## src/rtl/arith_pkg.sv

```systemverilog
// -----------------------------------------------------------------------------
// arith_pkg
// Shared definitions for the two-requester arithmetic arbiter:
//   WIDTH          operand / result width
//   DEC/ADD/SUB/NEG op-codes {S1,S0}
//   state_t        arbiter FSM state encoding
// -----------------------------------------------------------------------------
package arith_pkg;

    localparam int WIDTH = 3;

    typedef logic [1:0] op_t;

    localparam op_t DEC = 2'b00;  // A + 111
    localparam op_t ADD = 2'b01;  // A + B
    localparam op_t SUB = 2'b10;  // A + ~B + 1
    localparam op_t NEG = 2'b11;  // 0 + ~B + 1

    typedef enum logic [1:0] {
        ST_IDLE = 2'b00,
        ST_EXEC = 2'b01,
        ST_RESP = 2'b10
    } state_t;

endpackage

```

## src/rtl/arith_arbiter_if.sv

```systemverilog
// -----------------------------------------------------------------------------
// arith_arbiter_if
// Request/response bundle of arith_arbiter.
//   req_valid/req_ready     per-requester handshake (bit i = requester i)
//   req_a*/req_b*/req_op*   operands and op-code of each requester
//   rsp_valid/rsp_ready     result handshake
//   rsp_id/g/carry/ovf      result owner and result fields
//   busy                    arbiter FSM not idle
// master: requesters + result consumer; slave: the arbiter.
// -----------------------------------------------------------------------------
interface arith_arbiter_if;
    import arith_pkg::*;

    logic [1:0]       req_valid;
    logic [1:0]       req_ready;
    logic [WIDTH-1:0] req_a0;
    logic [WIDTH-1:0] req_b0;
    logic [WIDTH-1:0] req_a1;
    logic [WIDTH-1:0] req_b1;
    op_t              req_op0;
    op_t              req_op1;
    logic             rsp_valid;
    logic             rsp_ready;
    logic             rsp_id;
    logic [WIDTH-1:0] rsp_g;
    logic             rsp_carry;
    logic             rsp_ovf;
    logic             busy;

    modport master (
        output req_valid, req_a0, req_b0, req_a1, req_b1, req_op0, req_op1, rsp_ready,
        input  req_ready, rsp_valid, rsp_id, rsp_g, rsp_carry, rsp_ovf, busy
    );

    modport slave (
        input  req_valid, req_a0, req_b0, req_a1, req_b1, req_op0, req_op1, rsp_ready,
        output req_ready, rsp_valid, rsp_id, rsp_g, rsp_carry, rsp_ovf, busy
    );

endinterface

```

## src/rtl/arith_core.sv

```systemverilog
// -----------------------------------------------------------------------------
// arith_core
// Combinational 3-bit datapath: every op is folded onto one adder x + y + cin.
//   a, b   two's-complement operands
//   op     op-code (DEC/ADD/SUB/NEG)
//   g      sum bits
//   carry  carry-out of the top bit
//   ovf    signed overflow (adder operands agree in sign, sum does not)
// -----------------------------------------------------------------------------
module arith_core
    import arith_pkg::*;
(
    input  logic [WIDTH-1:0] a,
    input  logic [WIDTH-1:0] b,
    input  op_t              op,
    output logic [WIDTH-1:0] g,
    output logic             carry,
    output logic             ovf
);

    logic [WIDTH-1:0] w_x;
    logic [WIDTH-1:0] w_y;
    logic             w_cin;
    logic [WIDTH:0]   w_sum;

    always_comb begin
        w_x   = a;
        w_y   = b;
        w_cin = 1'b0;
        case (op)
            DEC: w_y = '1;
            ADD: w_y = b;
            SUB: begin
                w_y   = ~b;
                w_cin = 1'b1;
            end
            NEG: begin
                w_x   = '0;
                w_y   = ~b;
                w_cin = 1'b1;
            end
            default: w_y = b;
        endcase
    end

    assign w_sum = {1'b0, w_x} + {1'b0, w_y} + {{WIDTH{1'b0}}, w_cin};
    assign g     = w_sum[WIDTH-1:0];
    assign carry = w_sum[WIDTH];
    // Overflow is judged on the adder operands (after inversion), not on a/b.
    assign ovf   = (w_x[WIDTH-1] == w_y[WIDTH-1]) && (g[WIDTH-1] != w_x[WIDTH-1]);

endmodule

```

## src/rtl/arith_arbiter.sv

```systemverilog
// -----------------------------------------------------------------------------
// arith_arbiter
// Round-robin arbiter in front of a single arith_core. One operation in flight:
// IDLE accepts a request, EXEC computes and registers the result, RESP holds it
// until the consumer takes it.
//   clk   rising-edge clock
//   rst   asynchronous active-high reset
//   bus   arith_arbiter_if.slave (request/response handshakes, busy)
// -----------------------------------------------------------------------------
module arith_arbiter
    import arith_pkg::*;
(
    input  logic           clk,
    input  logic           rst,
    arith_arbiter_if.slave bus
);

    state_t           r_state;
    state_t           w_next;
    logic             r_last_grant;
    logic [WIDTH-1:0] r_a;
    logic [WIDTH-1:0] r_b;
    op_t              r_op;
    logic             r_id;
    logic             r_rsp_valid;
    logic             r_rsp_id;
    logic [WIDTH-1:0] r_rsp_g;
    logic             r_rsp_carry;
    logic             r_rsp_ovf;

    logic [1:0]       w_grant;
    logic [1:0]       w_ready;
    logic             w_accept;
    logic [WIDTH-1:0] w_g;
    logic             w_carry;
    logic             w_ovf;

    // One-hot grant from the current valids; on a tie the requester that
    // did not win last time goes first.
    always_comb begin
        w_grant = 2'b00;
        case (bus.req_valid)
            2'b01:   w_grant = 2'b01;
            2'b10:   w_grant = 2'b10;
            2'b11:   w_grant = r_last_grant ? 2'b01 : 2'b10;
            default: w_grant = 2'b00;
        endcase
    end

    always_ff @(posedge clk or posedge rst) begin
        if (rst) r_state <= ST_IDLE;
        else     r_state <= w_next;
    end

    always_comb begin
        w_next   = r_state;
        w_ready  = 2'b00;
        w_accept = 1'b0;
        case (r_state)
            ST_IDLE: begin
                w_ready  = w_grant;
                w_accept = |(bus.req_valid & w_grant);
                if (w_accept) w_next = ST_EXEC;
            end
            ST_EXEC: w_next = ST_RESP;
            ST_RESP: if (bus.rsp_ready) w_next = ST_IDLE;
            default: w_next = ST_IDLE;
        endcase
    end

    arith_core u_core (
        .a     (r_a),
        .b     (r_b),
        .op    (r_op),
        .g     (w_g),
        .carry (w_carry),
        .ovf   (w_ovf)
    );

    always_ff @(posedge clk or posedge rst) begin
        if (rst) begin
            r_last_grant <= 1'b1;
            r_a          <= '0;
            r_b          <= '0;
            r_op         <= DEC;
            r_id         <= 1'b0;
            r_rsp_valid  <= 1'b0;
            r_rsp_id     <= 1'b0;
            r_rsp_g      <= '0;
            r_rsp_carry  <= 1'b0;
            r_rsp_ovf    <= 1'b0;
        end else begin
            if (w_accept) begin
                r_last_grant <= w_grant[1];
                r_id         <= w_grant[1];
                r_a          <= w_grant[1] ? bus.req_a1  : bus.req_a0;
                r_b          <= w_grant[1] ? bus.req_b1  : bus.req_b0;
                r_op         <= w_grant[1] ? bus.req_op1 : bus.req_op0;
            end
            if (r_state == ST_EXEC) begin
                r_rsp_valid <= 1'b1;
                r_rsp_id    <= r_id;
                r_rsp_g     <= w_g;
                r_rsp_carry <= w_carry;
                r_rsp_ovf   <= w_ovf;
            end else if (r_state == ST_RESP && bus.rsp_ready) begin
                r_rsp_valid <= 1'b0;
            end
        end
    end

    assign bus.req_ready = w_ready;
    assign bus.rsp_valid = r_rsp_valid;
    assign bus.rsp_id    = r_rsp_id;
    assign bus.rsp_g     = r_rsp_g;
    assign bus.rsp_carry = r_rsp_carry;
    assign bus.rsp_ovf   = r_rsp_ovf;
    assign bus.busy      = (r_state != ST_IDLE);

endmodule

```

## src/flat_wrapper.sv

```systemverilog
// flat-port wrapper written by rule: the top's interface ports become plain ports
module arith_arbiter_flat import arith_pkg::*;
  (clk, rst, bus_req_valid, bus_req_a0, bus_req_b0, bus_req_a1, bus_req_b1, bus_req_op0, bus_req_op1, bus_rsp_ready, bus_req_ready, bus_rsp_valid, bus_rsp_id, bus_rsp_g, bus_rsp_carry, bus_rsp_ovf, bus_busy);
  arith_arbiter_if bus_i ();
  input  logic clk;
  input  logic rst;
  input wire logic [$bits(bus_i.req_valid)-1:0] bus_req_valid;
  input wire logic [$bits(bus_i.req_a0)-1:0] bus_req_a0;
  input wire logic [$bits(bus_i.req_b0)-1:0] bus_req_b0;
  input wire logic [$bits(bus_i.req_a1)-1:0] bus_req_a1;
  input wire logic [$bits(bus_i.req_b1)-1:0] bus_req_b1;
  input wire logic [$bits(bus_i.req_op0)-1:0] bus_req_op0;
  input wire logic [$bits(bus_i.req_op1)-1:0] bus_req_op1;
  input wire logic [$bits(bus_i.rsp_ready)-1:0] bus_rsp_ready;
  output wire logic [$bits(bus_i.req_ready)-1:0] bus_req_ready;
  output wire logic [$bits(bus_i.rsp_valid)-1:0] bus_rsp_valid;
  output wire logic [$bits(bus_i.rsp_id)-1:0] bus_rsp_id;
  output wire logic [$bits(bus_i.rsp_g)-1:0] bus_rsp_g;
  output wire logic [$bits(bus_i.rsp_carry)-1:0] bus_rsp_carry;
  output wire logic [$bits(bus_i.rsp_ovf)-1:0] bus_rsp_ovf;
  output wire logic [$bits(bus_i.busy)-1:0] bus_busy;
  assign bus_i.req_valid = bus_req_valid;
  assign bus_i.req_a0 = bus_req_a0;
  assign bus_i.req_b0 = bus_req_b0;
  assign bus_i.req_a1 = bus_req_a1;
  assign bus_i.req_b1 = bus_req_b1;
  assign bus_i.req_op0 = bus_req_op0;
  assign bus_i.req_op1 = bus_req_op1;
  assign bus_i.rsp_ready = bus_rsp_ready;
  assign bus_req_ready = bus_i.req_ready;
  assign bus_rsp_valid = bus_i.rsp_valid;
  assign bus_rsp_id = bus_i.rsp_id;
  assign bus_rsp_g = bus_i.rsp_g;
  assign bus_rsp_carry = bus_i.rsp_carry;
  assign bus_rsp_ovf = bus_i.rsp_ovf;
  assign bus_busy = bus_i.busy;
  arith_arbiter u_core (.clk(clk), .rst(rst), .bus(bus_i));
endmodule
```

## config.mk

```make
export PLATFORM = sky130hd
export DESIGN_NAME = arith_arbiter_flat
export DESIGN_NICKNAME = d
export VERILOG_FILES = /design/src/rtl/arith_pkg.sv /design/src/rtl/arith_arbiter_if.sv /design/src/rtl/arith_core.sv /design/src/rtl/arith_arbiter.sv /design/src/flat_wrapper.sv
export SDC_FILE = /design/constraint.sdc
export NUM_CORES = 1
export LEC_CHECK = 0
export ABC_AREA = 1
export ABC_CLOCK_PERIOD_IN_PS = 2250
export BUFFER_PORTS_ARGS = -buffer_cell sky130_fd_sc_hd__buf_2
export CELL_PAD_IN_SITES_DETAIL_PLACEMENT = 1
export CELL_PAD_IN_SITES_GLOBAL_PLACEMENT = 2
export CORE_ASPECT_RATIO = 1.25
export CORE_MARGIN = 5
export CORE_UTILIZATION = 28
export DETAILED_ROUTE_END_ITERATION = 8
export HOLD_SLACK_MARGIN = 0.12
export PLACE_DENSITY = 0.84
export SLEW_MARGIN = 20
export SYNTH_ARGS = -nofsm -noshare
export SYNTH_HDL_FRONTEND = slang
export SYNTH_SLANG_ARGS = --single-unit
```

## constraint.sdc

```tcl
create_clock -name clk -period 2.25 [get_ports clk]
set_input_delay 0.45 -clock clk [delete_from_list [all_inputs] [get_ports clk]]
set_output_delay 0.45 -clock clk [all_outputs]
set_load 0.03 [all_outputs]
```

==> impl_metrics.tcl, run 1 <==
set metrics [dict create \
    slew_headroom_pct 51.4 \
    powerDensity_nw_per_um2 1480 \
    grt_usage_pct 10.2 \
    drt_first_pass_iters 4 \
    syn_nets 160 \
    syn2layout_area_growth_pct 22.7 \
    cts_tree "done" \
    fin_hold_ws_ns 0.311 \
    numCtsBuffers 3 \
    core-area_sq_um 3780 \
    rsz0062_at_grt "false" \
    worst_setup_path_start_kind "flip-flop" \
    gp_congestion 0.708 \
    fin_nets 193 \
    cp.arrival_ns 2.23 \
    port-buffer-count 30 \
    via_count 934 \
    fin_crit_sh_pct 93.2 \
    synth_top_area_cell "dfrtp_1" \
    cts_setup_buffers 0 \
    syn_inst 135 \
    synth.distinct_cells 23 \
    drt-initial-drc-count 13 \
    syn-cell-area_sq_um 1090 \
    cap_viol_max_count 0 \
    drive_gt1_share_pct 28.7 \
    power.leakage_uw 0.000730 \
    clk_path_buf_depth 2 \
    cp.required_ns 2.38 \
    post-route-util_pct 35.4 \
    cts_resized 0 \
    rows 25 \
    worst_pin_slew_ns 0.728 \
    grt_pass1_wl_microns 4310 \
    diodes 0 \
    path_clk_slew_ns 0.07 \
    netlist.area_leader.share_pct 41.2 \
    cts_hold_buf 0 \
    ys.warnings.count 0 \
    die_w_microns 65.9 \
    path_class "reg -> reg" \
    syn_avg_cell_area_sq_um 8.09 \
    start_util_pct 28.9 \
    rrSetupSlack_ns 0.15 \
    cts-root-buf "clkbuf_8" \
    crit_fanout 7 \
    via_per_inst 4.23 \
    clock.fmax_mhz 477 \
    final-max-slew-violation-count 0 \
    final_hold_viol_count 0 \
    hpwl_microns 1970 \
    cts_htree_levels 1 \
    grt_pass1_vias 993 \
    cp-end-kind "flip-flop" \
    drcViolationCount 0 \
    hp-class "in -> async" \
    die_area_sq_um 5260 \
    grt_max_degree 20 \
    period_minus_slack_ns 2.10 \
    yosysSeqAreaShare_pct 43.6 \
    ant_nets 0 \
    die_h_microns 79.8 \
    antenna_found_initial 0 \
    cts_sinks 19 \
    fin_skew_ns 0.00149 \
    clock_latency_ns 0.25 \
    peakVddDrop_uv 452 \
    synth-seq-cells 19 \
    wl_per_cell_microns 10.5 \
    routed_wl_microns 2320 \
    status "complete, no violations" \
    setup_viol 0 \
    io_pins 31 \
    grt_overflow 0 \
    ys_top_cells_by_area "dfrtp_1 (41%), nand2_1 (16%), nand3b_1 (5.5%), inv_1 (5.2%), fa_1 (3.7%)" \
    tns_ns 0 \
]
[cell usage after synthesis]
cell type and number:
nor2_4 2, nor2_1 6, nand3_1 8, inv_1 15
dfrtp_1 18, nand2_2 1, o21ai_0 4, dfstp_2 1
inv_2 3, and2_1 2, buf_4 1, fa_1 2
nand3_2 3, a21oi_1 5, buf_6 1, nand2_1 47
ha_1 2, nand3b_1 8, xnor2_1 1, clkinv_2 1
nand2_4 2, clkbuf_1 1, o21ai_2 1
[state kept, by name, indices dropped and copies added, names as in the netlist]
signal and flops:
u_core.bus.rsp_ovf 1, u_core.r_op 2, u_core.r_a 3, u_core.bus.rsp_carry 1, u_core.r_id 1, u_core.bus.rsp_g 3, u_core.r_b 3, u_core.bus.rsp_id 1
u_core.r_last_grant 1, u_core.bus.rsp_valid 1, u_core.r_state 2
[worst paths after layout]
check                                                     start                               end  depth (start not counted)
worst max-delay path                 u_core.r_op[1]$_DFFE_PP0P_   u_core.bus.rsp_g[2]$_DFFE_PP0P_                          6
worst max register to register       u_core.r_op[1]$_DFFE_PP0P_   u_core.bus.rsp_g[2]$_DFFE_PP0P_                          6
worst min register to register  u_core.bus.rsp_g[0]$_DFFE_PP0P_   u_core.bus.rsp_g[0]$_DFFE_PP0P_                          2
max in group asynchronous                                   rst         u_core.r_a[2]$_DFFE_PP0P_                          2
worst min-delay path                                        rst  u_core.bus.rsp_valid$_DFFE_PP0P_                          2
min in group clk                                  bus_rsp_ready     u_core.r_state[1]$_DFFE_PP0P_                          2
[stage by stage]
stage | instance area (sq um) | total power, uW | instances | worst slack (ns)
6_report | 1340 | 1980 | 221 | 0.153
5_1_grt | 1340 | 2210 | 221 | 0.00656
4_1_cts | 1340 | 2030 | 221 | 0.142
3_5_place_dp | 1290 | 1790 | 217 | 0.155
3_3_place_gp | 1290 | 1730 | 217 | 0.298
2_1_floorplan | 1090 | 1500 | 135 | 0.423
[layer usage]
layer | share of wire [%] | vias up | GRT usage [%] | wire (microns)
li1 | - | 479 | - | -
met1 | 43 | 421 | 11.8 | 1000
met2 | 48 | 30 | 18.5 | 1120
met3 | 7.3 | 4 | 2.11 | 170
met4 | 1.1 | 0 | 3.11 | 25
met5 | 0 | - | 0 | 0
[cells by family (layout without fill, tap and decap cells)]
group | count (synthesis) | count (layout) | synth area share [%]
flip-flops | 19 | 19 | 43.6
buffers and inverters | 22 | 54 | 8.70
AO/OA/AOI/OAI | 10 | 10 | 4.93
adder cells (fa/ha/maj) | 4 | 4 | 5.96
XOR/XNOR | 1 | 1 | 0.802
AND/OR/NAND/NOR | 79 | 79 | 36.0
[worst max-delay path, stage by stage, from the launching register on]
cell,delay [ns]
dfrtp_1,0.48
nand2_1,0.15
and2_1,0.19
fa_1,0.44
fa_1,0.44
xnor2_1,0.18
o21ai_0,0.09
[power breakdown]
group / total [uW] / switching [uW] / internal, uW
combinational: 1120 / 709 / 406
sequential: 638 / 120 / 518
clock: 231 / 105 / 126
[cell type report]
class,instances,area (sq um)
fill,482,2440
timing repair buffer,31,158
tap,54,67.6
multi-input combinational,94,520
sequential,19,477
inverter,19,72.6
clock buffer,4,45.0
[placed cells by master (no fill, tap or decap), types with 3 or more instances in the layout]
cell type  Yosys  layout
o21ai_0        4       4
dfrtp_1       18      18
clkbuf_8       0       3
inv_2          3       3
nand2_1       47      47
nand3b_1       8       8
buf_2          0      30
nand3_1        8       8
inv_1         15      15
nand3_2        3       3
nor2_1         6       6
a21oi_1        5       5
Note: power is estimated with default switching activity, not from simulation.
==> run 2, diff against run 1 <==
==> constraint.sdc (replaced) <==
create_clock -name clk -period 2.25 [get_ports clk]
set_input_delay 0.1125 -clock clk [delete_from_list [all_inputs] [get_ports clk]]
set_output_delay 0.1125 -clock clk [all_outputs]
set_load 0.03 [all_outputs]
==> run 2 against run 1 <==
  * Sequential cell count stayed put
  * Routed wire length is 0.13% higher
  * Clock power about the same
  * Final area increased by 1.1%
  * Maximum frequency is 4.6% higher
  * Critical path depth increased by 2
  * Non-clock buffer count increased by 1
  * Worst setup slack gained 0.092 ns
  * Largest cell class unchanged
==> impl_metrics.tcl, run 2 (synthesized netlist as in run 1, its figures left out) <==
set metrics [dict create \
    placed_cells 216 \
    final_area_sq_um 1360 \
    cts-root-buf "clkbuf_8" \
    io_pins 31 \
    cts_htree_levels 1 \
    rows 25 \
    layout_commonest_cell "nand2_1" \
    power.leakage_uw 0.000735 \
    final_cell_mix "nand2_1 (47), buf_2 (30), dfrtp_1 (17)" \
    powerDensity_nw_per_um2 1450 \
    setup_viol 0 \
    fin_skew_ns 0.00154 \
    status "complete, no violations" \
    clock_latency_ns 0.25 \
    drcViolationCount 0 \
    rsz0062_at_grt "false" \
    hpwl_microns 1930 \
    slew_headroom_pct 53.6 \
    fin_nets 194 \
    final_cells 222 \
    routed_wl_microns 2320 \
    grt_pass1_vias 981 \
    grt_pass1_wl_microns 4270 \
    fill_cells 474 \
    die_w_microns 65.9 \
    ant_nets 0 \
    clk_path_buf_depth 2 \
    grt_usage_pct 10.1 \
    fin_hold_ws_ns 0.154 \
    grt_max_degree 20 \
    worst_setup_path_start_kind "flip-flop" \
    grt_overflow 0 \
    cp.required_ns 2.42 \
    drive_gt1_share_pct 29.2 \
    regArea_sq_um 478 \
    die_h_microns 79.8 \
    hp-class "in -> reg" \
    antenna_found_initial 0 \
    via_count 939 \
    placed_area_sq_um 1290 \
    start_util_pct 28.9 \
    syn2layout_area_growth_pct 24.1 \
    r2r_cells 8 \
    hold_depth 5 \
    diodes 0 \
    period_minus_slack_ns 2.01 \
    cts_setup_buffers 0 \
    port-buffer-count 30 \
    wl_per_cell_microns 10.5 \
    die_area_sq_um 5260 \
    path_clk_slew_ns 0.07 \
    worst_pin_slew_ns 0.696 \
    cts_tree "done" \
    crit_fanout 7 \
    path_class "reg -> reg" \
    drt-initial-drc-count 34 \
    core-area_sq_um 3780 \
    gp_congestion 0.722 \
    drt_first_pass_iters 4 \
    peakVddDrop_uv 323 \
    multiInputGateArea_sq_um 520 \
    final-max-slew-violation-count 0 \
    cts_sinks 19 \
    cp-end-kind "flip-flop" \
    via_per_inst 4.23 \
    clock.fmax_mhz 499 \
    cap_viol_max_count 0 \
    tns_ns 0 \
    fin_crit_sh_pct 89.1 \
    numCtsBuffers 3 \
    final_hold_viol_count 0 \
    cp.arrival_ns 2.18 \
]
## run 2: cell types whose count changed in the layout (fill, tap and decap cells not counted), sizes merged
cell         before  now
buf              31   30
clkbuf            4    3
clkinv            1    2
dlygate4sd3       0    2
## run 2: what timing repair did
action                                  4_1_cts  5_1_grt
endpoints found under the setup margin        0        1
gates resized for setup                       0        1
endpoints found under the hold margin        19        0
hold buffers                                  2        0
## run 2: report_power, final
part | switching [uW] | internal (uW)
registers | 123 | 520
logic | 697 | 394
clock network | 111 | 123
## run 2: final cells by class
class | instances | share of cell area [%]
multi-input cells | 94 | 38.4
clock inverters | 1 | 0.369
repair buffers | 32 | 12.6
clock buffers | 3 | 3.05
flip-flops and latches | 19 | 35.3
inverters | 19 | 5.36
well taps | 54 | 4.99
## run 2: path summary, 6_finish.rpt
path	startpoint	endpoint	slack, ns
min in group asynchronous	rst	u_core.bus.rsp_valid$_DFFE_PP0P_	0.51
setup reg to reg	u_core.r_op[1]$_DFFE_PP0P_	u_core.bus.rsp_g[2]$_DFFE_PP0P_	0.24
max in group asynchronous	rst	u_core.r_op[1]$_DFFE_PP0P_	1.26
hold reg to reg	u_core.bus.rsp_g[0]$_DFFE_PP0P_	u_core.bus.rsp_g[0]$_DFFE_PP0P_	0.47
setup / recovery	u_core.r_op[1]$_DFFE_PP0P_	u_core.bus.rsp_g[2]$_DFFE_PP0P_	0.24
hold / removal	bus_req_a0[1]	u_core.r_a[1]$_DFFE_PP0P_	0.15
## run 2: critical path, cell delays in order (launching register included)
cell and delay (ns):
dfrtp_2 0.46, inv_1 0.07, nand2_1 0.08, nor2_1 0.09
a21oi_1 0.06, fa_1 0.41, fa_1 0.45, xnor2_1 0.15
o21ai_0 0.15
## run 2: per-stage QoR
stage / power [uW] / setup WS, ns / util [%]
floorplan: 1500 / 0.423 / -
global placement: 1720 / 0.298 / 34.0
detailed placement: 1770 / 0.172 / 34.0
CTS: 2020 / 0.124 / 35.8
global route: 2200 / 0.0422 / 35.8
finish: 1970 / 0.245 / 35.8
## run 2: per-layer routing
layer / GRT usage [%] / up-vias / routed length [microns]
met2: 17.5 / 30 / 1080
met5: 0 / - / 0
li1: - / 483 / -
met3: 1.83 / 4 / 190
met4: 4.36 / 0 / 42
met1: 12.1 / 422 / 1010
